===== config.mk =====
export PLATFORM = sky130hd
export DESIGN_NAME = load_store_unit_flat
export DESIGN_NICKNAME = d
export VERILOG_FILES = /design/src/rtl/lsu_pkg.sv /design/src/rtl/lsu_if.sv /design/src/rtl/lsu_extend.sv /design/src/rtl/load_store_unit.sv /design/src/flat_wrapper.sv
export SDC_FILE = /design/constraint.sdc
export NUM_CORES = 1
export LEC_CHECK = 0
export CAP_MARGIN = 10
export CORE_MARGIN = 2
export CORE_UTILIZATION = 58
export CTS_BUF_LIST = sky130_fd_sc_hd__clkbuf_4
export DETAILED_ROUTE_END_ITERATION = 16
export GPL_ROUTABILITY_DRIVEN = 0
export PLACE_DENSITY = 0.93
export SYNTH_ARGS = -nofsm -noshare
export SYNTH_HDL_FRONTEND = slang
export SYNTH_SLANG_ARGS = --single-unit

===== constraint.sdc =====
create_clock -name clk -period 13.7 [get_ports clk]
set_input_delay 2.74 -clock clk [delete_from_list [all_inputs] [get_ports clk]]
set_output_delay 2.74 -clock clk [all_outputs]
set_load 0.005 [all_outputs]

===== src/rtl/lsu_pkg.sv =====
// Shared definitions for the load/store unit: funct3 codes, memory size codes,
// FSM state type and small decode helpers.
package lsu_pkg;

    localparam logic [2:0] F3_B  = 3'b000;
    localparam logic [2:0] F3_H  = 3'b001;
    localparam logic [2:0] F3_W  = 3'b010;
    localparam logic [2:0] F3_BU = 3'b100;
    localparam logic [2:0] F3_HU = 3'b101;

    localparam logic [1:0] SZ_BYTE = 2'b00;
    localparam logic [1:0] SZ_HALF = 2'b01;
    localparam logic [1:0] SZ_WORD = 2'b10;

    typedef enum logic [1:0] {
        IDLE   = 2'b00,
        ACCESS = 2'b01,
        DONE   = 2'b10
    } state_e;

    // Offset of the last byte of an access (N-1) from the funct3 width field.
    function automatic logic [1:0] last_byte(input logic [1:0] w);
        case (w)
            2'b00:   last_byte = 2'd0;
            2'b01:   last_byte = 2'd1;
            default: last_byte = 2'd3;
        endcase
    endfunction

    function automatic logic [1:0] size_code(input logic [1:0] w);
        case (w)
            2'b00:   size_code = SZ_BYTE;
            2'b01:   size_code = SZ_HALF;
            default: size_code = SZ_WORD;
        endcase
    endfunction

    function automatic logic illegal_f3(input logic we, input logic [2:0] f3);
        illegal_f3 = (f3[1:0] == 2'b11) || (f3[2] && (we || f3[1]));
    endfunction

endpackage


===== src/rtl/lsu_if.sv =====
// Request, response and data-memory signals of the load/store unit.
// slave = the unit itself, master = execute/writeback stages plus memory.
interface lsu_if #(
    parameter int unsigned TAG_W = 5
);
    logic             req_valid;
    logic             req_ready;
    logic             req_we;
    logic [2:0]       req_funct3;
    logic [31:0]      req_addr;
    logic [31:0]      req_wdata;
    logic [TAG_W-1:0] req_tag;

    logic             resp_valid;
    logic             resp_err;
    logic [31:0]      resp_rdata;
    logic [TAG_W-1:0] resp_tag;

    logic             mem_read;
    logic             mem_write;
    logic [1:0]       mem_size;
    logic [31:0]      mem_address;
    logic [31:0]      mem_write_data;
    logic [31:0]      mem_read_data;

    modport slave (
        input  req_valid, req_we, req_funct3, req_addr, req_wdata, req_tag, mem_read_data,
        output req_ready, resp_valid, resp_err, resp_rdata, resp_tag,
        output mem_read, mem_write, mem_size, mem_address, mem_write_data
    );

    modport master (
        output req_valid, req_we, req_funct3, req_addr, req_wdata, req_tag, mem_read_data,
        input  req_ready, resp_valid, resp_err, resp_rdata, resp_tag,
        input  mem_read, mem_write, mem_size, mem_address, mem_write_data
    );
endinterface


===== src/rtl/lsu_extend.sv =====
// Sign/zero extension of assembled load data according to the load funct3.
module lsu_extend
    import lsu_pkg::*;
(
    input  logic [31:0] data_i,
    input  logic [2:0]  funct3_i,
    output logic [31:0] data_o
);

    // Select extension width and kind from funct3.
    always_comb begin
        data_o = 32'h0000_0000;
        case (funct3_i)
            F3_B:    data_o = {{24{data_i[7]}}, data_i[7:0]};
            F3_H:    data_o = {{16{data_i[15]}}, data_i[15:0]};
            F3_W:    data_o = data_i;
            F3_BU:   data_o = {24'h00_0000, data_i[7:0]};
            F3_HU:   data_o = {16'h0000, data_i[15:0]};
            default: data_o = 32'h0000_0000;
        endcase
    end

endmodule


===== src/rtl/load_store_unit.sv =====
// Load/store unit: one request at a time, misaligned accesses split into byte
// accesses. Define MISALIGN_TRAP_EN to reject misaligned requests instead.
module load_store_unit
    import lsu_pkg::*;
#(
    parameter int unsigned MEM_BYTES = 1024,
    parameter int unsigned TAG_W     = 5
) (
    input logic clk,
    input logic rst,
    lsu_if.slave bus
);

    localparam logic [32:0] MEM_LIMIT = 33'(MEM_BYTES);

    state_e           state_q;
    logic             req_ready_q;
    logic             resp_valid_q;
    logic             resp_err_q;
    logic [31:0]      resp_rdata_q;
    logic [TAG_W-1:0] resp_tag_q;
    logic [TAG_W-1:0] tag_q;
    logic             mem_read_q;
    logic             mem_write_q;
    logic [1:0]       mem_size_q;
    logic [31:0]      mem_address_q;
    logic [31:0]      mem_write_data_q;
    logic             we_q;
    logic [2:0]       f3_q;

`ifndef MISALIGN_TRAP_EN
    logic             split_q;
    logic [1:0]       idx_q;
    logic [31:0]      addr_q;
    logic [23:0]      wdata_hi_q;
    logic [31:0]      asm_q;
    logic [1:0]       idx_nxt_s;
    logic [31:0]      nxt_wbyte_s;
`endif

    logic [1:0]       last_s;
    logic [32:0]      end_addr_s;
    logic             misalign_s;
    logic             reject_s;
    logic [31:0]      asm_s;
    logic [31:0]      ext_s;
    logic             last_beat_s;

    // Accept-time classification of the incoming request.
    always_comb begin
        last_s     = last_byte(bus.req_funct3[1:0]);
        end_addr_s = {1'b0, bus.req_addr} + {31'd0, last_s};
        misalign_s = (last_s & bus.req_addr[1:0]) != 2'b00;
        reject_s   = illegal_f3(bus.req_we, bus.req_funct3) || (end_addr_s >= MEM_LIMIT);
`ifdef MISALIGN_TRAP_EN
        reject_s   = reject_s || misalign_s;
`endif
    end

`ifdef MISALIGN_TRAP_EN
    // Every accepted access is a single native-width beat.
    always_comb begin
        asm_s       = bus.mem_read_data;
        last_beat_s = 1'b1;
    end
`else
    // Byte-lane assembly and next-beat store byte for the split path.
    always_comb begin
        asm_s       = asm_q;
        idx_nxt_s   = idx_q + 2'd1;
        last_beat_s = !split_q || (idx_q == last_byte(f3_q[1:0]));
        if (split_q) begin
            case (idx_q)
                2'd0:    asm_s[7:0]   = bus.mem_read_data[7:0];
                2'd1:    asm_s[15:8]  = bus.mem_read_data[7:0];
                2'd2:    asm_s[23:16] = bus.mem_read_data[7:0];
                2'd3:    asm_s[31:24] = bus.mem_read_data[7:0];
                default: asm_s        = asm_q;
            endcase
        end else begin
            asm_s = bus.mem_read_data;
        end
        case (idx_nxt_s)
            2'd1:    nxt_wbyte_s = {24'h00_0000, wdata_hi_q[7:0]};
            2'd2:    nxt_wbyte_s = {24'h00_0000, wdata_hi_q[15:8]};
            2'd3:    nxt_wbyte_s = {24'h00_0000, wdata_hi_q[23:16]};
            default: nxt_wbyte_s = 32'h0000_0000;
        endcase
    end
`endif

    lsu_extend u_extend (
        .data_i   (asm_s),
        .funct3_i (f3_q),
        .data_o   (ext_s)
    );

    // Control FSM; every output of the unit is a register written here.
    always_ff @(posedge clk or posedge rst) begin
        if (rst) begin
            state_q          <= IDLE;
            req_ready_q      <= 1'b0;
            resp_valid_q     <= 1'b0;
            resp_err_q       <= 1'b0;
            resp_rdata_q     <= 32'h0000_0000;
            resp_tag_q       <= '0;
            tag_q            <= '0;
            mem_read_q       <= 1'b0;
            mem_write_q      <= 1'b0;
            mem_size_q       <= SZ_BYTE;
            mem_address_q    <= 32'h0000_0000;
            mem_write_data_q <= 32'h0000_0000;
            we_q             <= 1'b0;
            f3_q             <= 3'b000;
`ifndef MISALIGN_TRAP_EN
            split_q          <= 1'b0;
            idx_q            <= 2'd0;
            addr_q           <= 32'h0000_0000;
            wdata_hi_q       <= 24'h00_0000;
            asm_q            <= 32'h0000_0000;
`endif
        end else begin
            case (state_q)
                IDLE: begin
                    req_ready_q <= 1'b1;
                    if (bus.req_valid && req_ready_q) begin
                        req_ready_q <= 1'b0;
                        we_q        <= bus.req_we;
                        f3_q        <= bus.req_funct3;
                        tag_q       <= bus.req_tag;
                        if (reject_s) begin
                            state_q      <= DONE;
                            resp_valid_q <= 1'b1;
                            resp_err_q   <= 1'b1;
                            resp_rdata_q <= 32'h0000_0000;
                            resp_tag_q   <= bus.req_tag;
                        end else begin
                            state_q       <= ACCESS;
                            mem_read_q    <= !bus.req_we;
                            mem_write_q   <= bus.req_we;
                            mem_address_q <= bus.req_addr;
`ifdef MISALIGN_TRAP_EN
                            mem_size_q       <= size_code(bus.req_funct3[1:0]);
                            mem_write_data_q <= bus.req_wdata;
`else
                            split_q    <= misalign_s;
                            idx_q      <= 2'd0;
                            addr_q     <= bus.req_addr;
                            wdata_hi_q <= bus.req_wdata[31:8];
                            asm_q      <= 32'h0000_0000;
                            mem_size_q <= misalign_s ? SZ_BYTE : size_code(bus.req_funct3[1:0]);
                            mem_write_data_q <= misalign_s ? {24'h00_0000, bus.req_wdata[7:0]}
                                                           : bus.req_wdata;
`endif
                        end
                    end
                end
                ACCESS: begin
                    if (last_beat_s) begin
                        state_q          <= DONE;
                        mem_read_q       <= 1'b0;
                        mem_write_q      <= 1'b0;
                        mem_size_q       <= SZ_BYTE;
                        mem_address_q    <= 32'h0000_0000;
                        mem_write_data_q <= 32'h0000_0000;
                        resp_valid_q     <= 1'b1;
                        resp_err_q       <= 1'b0;
                        resp_rdata_q     <= we_q ? 32'h0000_0000 : ext_s;
                        resp_tag_q       <= tag_q;
                    end else begin
`ifndef MISALIGN_TRAP_EN
                        idx_q            <= idx_nxt_s;
                        asm_q            <= asm_s;
                        mem_address_q    <= addr_q + {30'd0, idx_nxt_s};
                        mem_write_data_q <= nxt_wbyte_s;
`endif
                    end
                end
                DONE: begin
                    state_q      <= IDLE;
                    req_ready_q  <= 1'b1;
                    resp_valid_q <= 1'b0;
                    resp_err_q   <= 1'b0;
                    resp_rdata_q <= 32'h0000_0000;
                    resp_tag_q   <= '0;
                end
                default: begin
                    state_q      <= IDLE;
                    req_ready_q  <= 1'b0;
                    resp_valid_q <= 1'b0;
                    resp_err_q   <= 1'b0;
                    mem_read_q   <= 1'b0;
                    mem_write_q  <= 1'b0;
                end
            endcase
        end
    end

    assign bus.req_ready      = req_ready_q;
    assign bus.resp_valid     = resp_valid_q;
    assign bus.resp_err       = resp_err_q;
    assign bus.resp_rdata     = resp_rdata_q;
    assign bus.resp_tag       = resp_tag_q;
    assign bus.mem_read       = mem_read_q;
    assign bus.mem_write      = mem_write_q;
    assign bus.mem_size       = mem_size_q;
    assign bus.mem_address    = mem_address_q;
    assign bus.mem_write_data = mem_write_data_q;

endmodule


===== src/flat_wrapper.sv =====
// flat-port wrapper written by rule: the top's interface ports become plain ports
module load_store_unit_flat import lsu_pkg::*;
#(
    parameter int unsigned MEM_BYTES = 1024,
    parameter int unsigned TAG_W     = 5
)
  (clk, rst, bus_req_valid, bus_req_we, bus_req_funct3, bus_req_addr, bus_req_wdata, bus_req_tag, bus_mem_read_data, bus_req_ready, bus_resp_valid, bus_resp_err, bus_resp_rdata, bus_resp_tag, bus_mem_read, bus_mem_write, bus_mem_size, bus_mem_address, bus_mem_write_data);
  lsu_if #(.TAG_W(TAG_W)) bus_i ();
  input logic clk;
  input logic rst;
  input wire logic [$bits(bus_i.req_valid)-1:0] bus_req_valid;
  input wire logic [$bits(bus_i.req_we)-1:0] bus_req_we;
  input wire logic [$bits(bus_i.req_funct3)-1:0] bus_req_funct3;
  input wire logic [$bits(bus_i.req_addr)-1:0] bus_req_addr;
  input wire logic [$bits(bus_i.req_wdata)-1:0] bus_req_wdata;
  input wire logic [$bits(bus_i.req_tag)-1:0] bus_req_tag;
  input wire logic [$bits(bus_i.mem_read_data)-1:0] bus_mem_read_data;
  output wire logic [$bits(bus_i.req_ready)-1:0] bus_req_ready;
  output wire logic [$bits(bus_i.resp_valid)-1:0] bus_resp_valid;
  output wire logic [$bits(bus_i.resp_err)-1:0] bus_resp_err;
  output wire logic [$bits(bus_i.resp_rdata)-1:0] bus_resp_rdata;
  output wire logic [$bits(bus_i.resp_tag)-1:0] bus_resp_tag;
  output wire logic [$bits(bus_i.mem_read)-1:0] bus_mem_read;
  output wire logic [$bits(bus_i.mem_write)-1:0] bus_mem_write;
  output wire logic [$bits(bus_i.mem_size)-1:0] bus_mem_size;
  output wire logic [$bits(bus_i.mem_address)-1:0] bus_mem_address;
  output wire logic [$bits(bus_i.mem_write_data)-1:0] bus_mem_write_data;
  assign bus_i.req_valid = bus_req_valid;
  assign bus_i.req_we = bus_req_we;
  assign bus_i.req_funct3 = bus_req_funct3;
  assign bus_i.req_addr = bus_req_addr;
  assign bus_i.req_wdata = bus_req_wdata;
  assign bus_i.req_tag = bus_req_tag;
  assign bus_i.mem_read_data = bus_mem_read_data;
  assign bus_req_ready = bus_i.req_ready;
  assign bus_resp_valid = bus_i.resp_valid;
  assign bus_resp_err = bus_i.resp_err;
  assign bus_resp_rdata = bus_i.resp_rdata;
  assign bus_resp_tag = bus_i.resp_tag;
  assign bus_mem_read = bus_i.mem_read;
  assign bus_mem_write = bus_i.mem_write;
  assign bus_mem_size = bus_i.mem_size;
  assign bus_mem_address = bus_i.mem_address;
  assign bus_mem_write_data = bus_i.mem_write_data;
  load_store_unit #(.MEM_BYTES(MEM_BYTES), .TAG_W(TAG_W)) u_core (.clk(clk), .rst(rst), .bus(bus_i));
endmodule

==> impl_metrics.tcl <==
set metrics [dict create \
    cp-end-kind "flop" \
    hold_viol_final 0 \
    grt_overflow_total 0 \
    hpwl_mm 20.5 \
    period_share 0.507 \
    async_flop_share 1.00 \
    r2r-start "u_core.state_q[1]" \
    finalWirelength_mm 30.1 \
    rr_endpoint "u_core.bus.mem_write_data[10]" \
    path_cells "clkdlybuf4s50_1 > or2_2 > ha_1 > fa_1 > nand3_1 > o22ai_1 > a2111oi_0 > nand4_1 > or4_1 > o32a_2 > buf_4 > o21ai_0 > o21ai_0" \
    path_class "input port to flop" \
    crit_required_ns 14.19 \
    fin_cells 1563 \
    ys_seq_area_frac 0.487 \
    power_frac_seq 0.459 \
    peakVddDrop_mv 0.0918 \
    place_inst 1471 \
    cts_buffer_depth 3 \
    rsz0062_at_grt "false" \
    p_sw_frac 0.290 \
    synth_edf_count 0 \
    start_util 0.597 \
    synth_cell_types 58 \
    io_buffer_count 215 \
    ios 216 \
    fin_setup_tns_ns 0 \
    finClkSkew_ns 0.0250 \
    die_w_um 140 \
    avgSynthCellArea_um2 9.94 \
    clock_sinks 210 \
    min_from "u_core.bus.mem_write_data[11]" \
    drc 0 \
    p_int_w 0.00103 \
    fmax_mhz 144 \
    r2r_cells 6 \
    ys_top_cells_by_area "dfrtp_1 (49%), mux2_2 (7.9%), nand2_1 (5.9%)" \
    clk_pin_slew_ns 0.06 \
    hp-class "flop to flop" \
    leakage_nw 6.08 \
    die_y_um 140 \
    pwr-share-clk 0.354 \
    cts_made_buffers 54 \
    arrival_ns 7.44 \
    setup_violations 0 \
    dieArea_mm2 0.0197 \
    synth.largest_area_cell "dfrtp_1" \
    htree_levels 2 \
    antenna_found_initial 1 \
    ys_ff_latch 210 \
    grt_pass1_vias 9549 \
    maxSlewHeadroom 0.171 \
    via_per_inst 5.99 \
    dpl_cell_area_mm2 0.0130 \
    tightest_slew_ns 1.24 \
    drt_iter0_drc 840 \
    holdPathStages 2 \
    syn-instance-count 1086 \
    post-cts-setup-buffer-count 0 \
    design.core.area_mm2 0.0181 \
    max_stage_delay_ns 0.70 \
    holdWs_ns 0.476 \
    first_pass_iters 6 \
    power_density_mw_per_mm2 106 \
    finish.instance_area_mm2 0.0137 \
    netlist_area_mm2 0.0108 \
    grt_pass1_wl_mm 48.2 \
    p_switching_w 0.000421 \
    worstPathMaxFanout 113 \
    rrSetupSlack_ns 9.87 \
    min_period_ns 6.95 \
    cts_hold_buf 0 \
    fin_nets 1423 \
    cts_root_buf "clkbuf_4" \
    startpoint_type "input port" \
    cp-startpoint "bus_req_funct3[1]" \
    drtAntennaViolNets 0 \
    cpMostUsedCell "o21ai_0" \
    routed-via-count 9368 \
    maxCapViolations 0 \
    status "complete, no violations" \
    syn_nets 1211 \
    holdPathEnd "u_core.bus.mem_write_data[11]" \
    ys.warnings.count 0 \
    p_comb_frac 0.187 \
    grt_start_max_net_pins 126 \
    syn_to_final_growth_pct 26.7 \
    drive_above_1_share 0.165 \
    num-fill-cells 1187 \
    clock_latency_ns 0.66 \
    maxSlewViolCount 0 \
    synth.top_cell.area_share 0.487 \
    cts_resized 0 \
    grt_usage 0.304 \
    critPathSlowestCell "or4_1" \
    num_rows 49 \
    cts_tree "yes" \
    synth_ff_type "dfrtp_1" \
    wire_per_inst_um 19.2 \
]
[per-stage QoR]
stage | power (W) | setup WS [ns] | util
final | 0.00145 | 6.75 | 0.756
after detailed placement | 0.000944 | 6.15 | 0.721
after floorplan | 0.000832 | 5.22 | -
after global routing | 0.00152 | 6.50 | 0.756
after CTS | 0.00146 | 6.83 | 0.756
after global placement | 0.000939 | 6.38 | 0.721
[area by class of cell]
class	count	area [um^2]	area share
antenna	1	2.50	0.000183
clock buffer	79	593	0.0434
clock inverter	12	46.3	0.00338
inverter	36	143	0.0104
multi-input combinational	771	5130	0.375
sequential	210	5260	0.384
tap	229	287	0.0209
timing repair buffer	225	2230	0.163
[worst max-delay path, delay by kind of cell]
kind            cells  cell delay, ns
simple gates        4            1.41
fa+ha+maj           2            0.69
compound gates      5            1.48
buf+inv             2            1.05
[sequential cells by signal, indices dropped and copies added, names as in the netlist]
register,flops
u_core.addr_q,32
u_core.asm_q,32
u_core.bus.mem_address,32
u_core.bus.mem_write_data,32
u_core.bus.resp_rdata,32
u_core.wdata_hi_q,24
u_core.bus.resp_tag,5
u_core.tag_q,5
u_core.f3_q,3
u_core.bus.mem_size,2
u_core.idx_q,2
u_core.state_q,2
u_core.bus.mem_read,1
u_core.bus.mem_write,1
u_core.bus.req_ready,1
u_core.bus.resp_err,1
u_core.bus.resp_valid,1
u_core.split_q,1
u_core.we_q,1
[layer usage]
| layer | vias to the layer above | track usage | wire length (um) |
|---|---|---|---|
| met5 | - | 0 | 0 |
| li1 | 4277 | - | - |
| met3 | 122 | 0.0697 | 2790 |
| met2 | 500 | 0.499 | 14500 |
| met1 | 4469 | 0.379 | 11500 |
| met4 | 0 | 0.156 | 1320 |
[cells in the final DEF (no fill, tap or decap), types with 16 or more instances in the layout]
cell type and instances:
a21oi_1 24, a22oi_1 16, nand3_1 24, or2_2 28, clkdlybuf4s50_1 215, o21ai_0 70, a31oi_1 28, nor2b_1 20
dfrtp_1 210, xor2_1 18, nand4_1 16, xnor2_1 20, nand2_1 170, o2bb2ai_1 24, mux2_2 76, inv_1 34
mux2i_1 33, clkbuf_4 79, nor2_1 71
[cell usage after synthesis, types with 5 or more instances]
cell type / count
and3_1: 10
nand3_1: 24
a21oi_2: 5
or2_2: 28
and4_1: 5
nor2b_1: 20
o21ai_0: 70
o22ai_1: 5
buf_2: 15
nand2_1: 170
o21ai_1: 5
a222oi_1: 8
nand4_1: 16
dfrtp_1: 210
buf_1: 5
mux2i_1: 33
a31oi_1: 29
o2bb2ai_1: 24
xor2_1: 18
ha_1: 15
nor2_1: 72
o31ai_1: 6
a22oi_1: 16
mux2_2: 76
a221oi_2: 5
clkbuf_1: 44
inv_1: 35
a21oi_1: 24
xnor2_1: 20
nor3_1: 14
mux2_1: 6
[how the worst max path moves through the flow]
stage	to	slack, ns	cells past startpoint
detailed placement	u_core.bus.mem_size[0]	6.15	13
finish	u_core.bus.mem_size[0]	6.75	13
global placement	u_core.bus.mem_address[5]	6.38	12
floorplan	u_core.addr_q[0]	5.22	1
global route	u_core.bus.mem_size[0]	6.50	13
CTS	u_core.bus.mem_size[0]	6.83	13
[power groups by stage]
stage,registers (W),clock network (W),logic (W)
after floorplan,0.000672,0,0.000160
after global placement,0.000675,0,0.000264
after detailed placement,0.000676,0,0.000267
after CTS,0.000665,0.000522,0.000270
after global routing,0.000668,0.000556,0.000296
final,0.000665,0.000513,0.000271
[kinds of logic after synthesis]
| logic type | Yosys count | share of synthesized area |
|---|---|---|
| simple gates | 381 | 0.164 |
| xor+xnor | 38 | 0.0308 |
| mux | 119 | 0.122 |
| buf+inv | 105 | 0.0414 |
| fa+ha+maj | 17 | 0.0211 |
| flops | 210 | 0.487 |
| compound gates | 216 | 0.134 |
(Power assumes the default switching activity.)
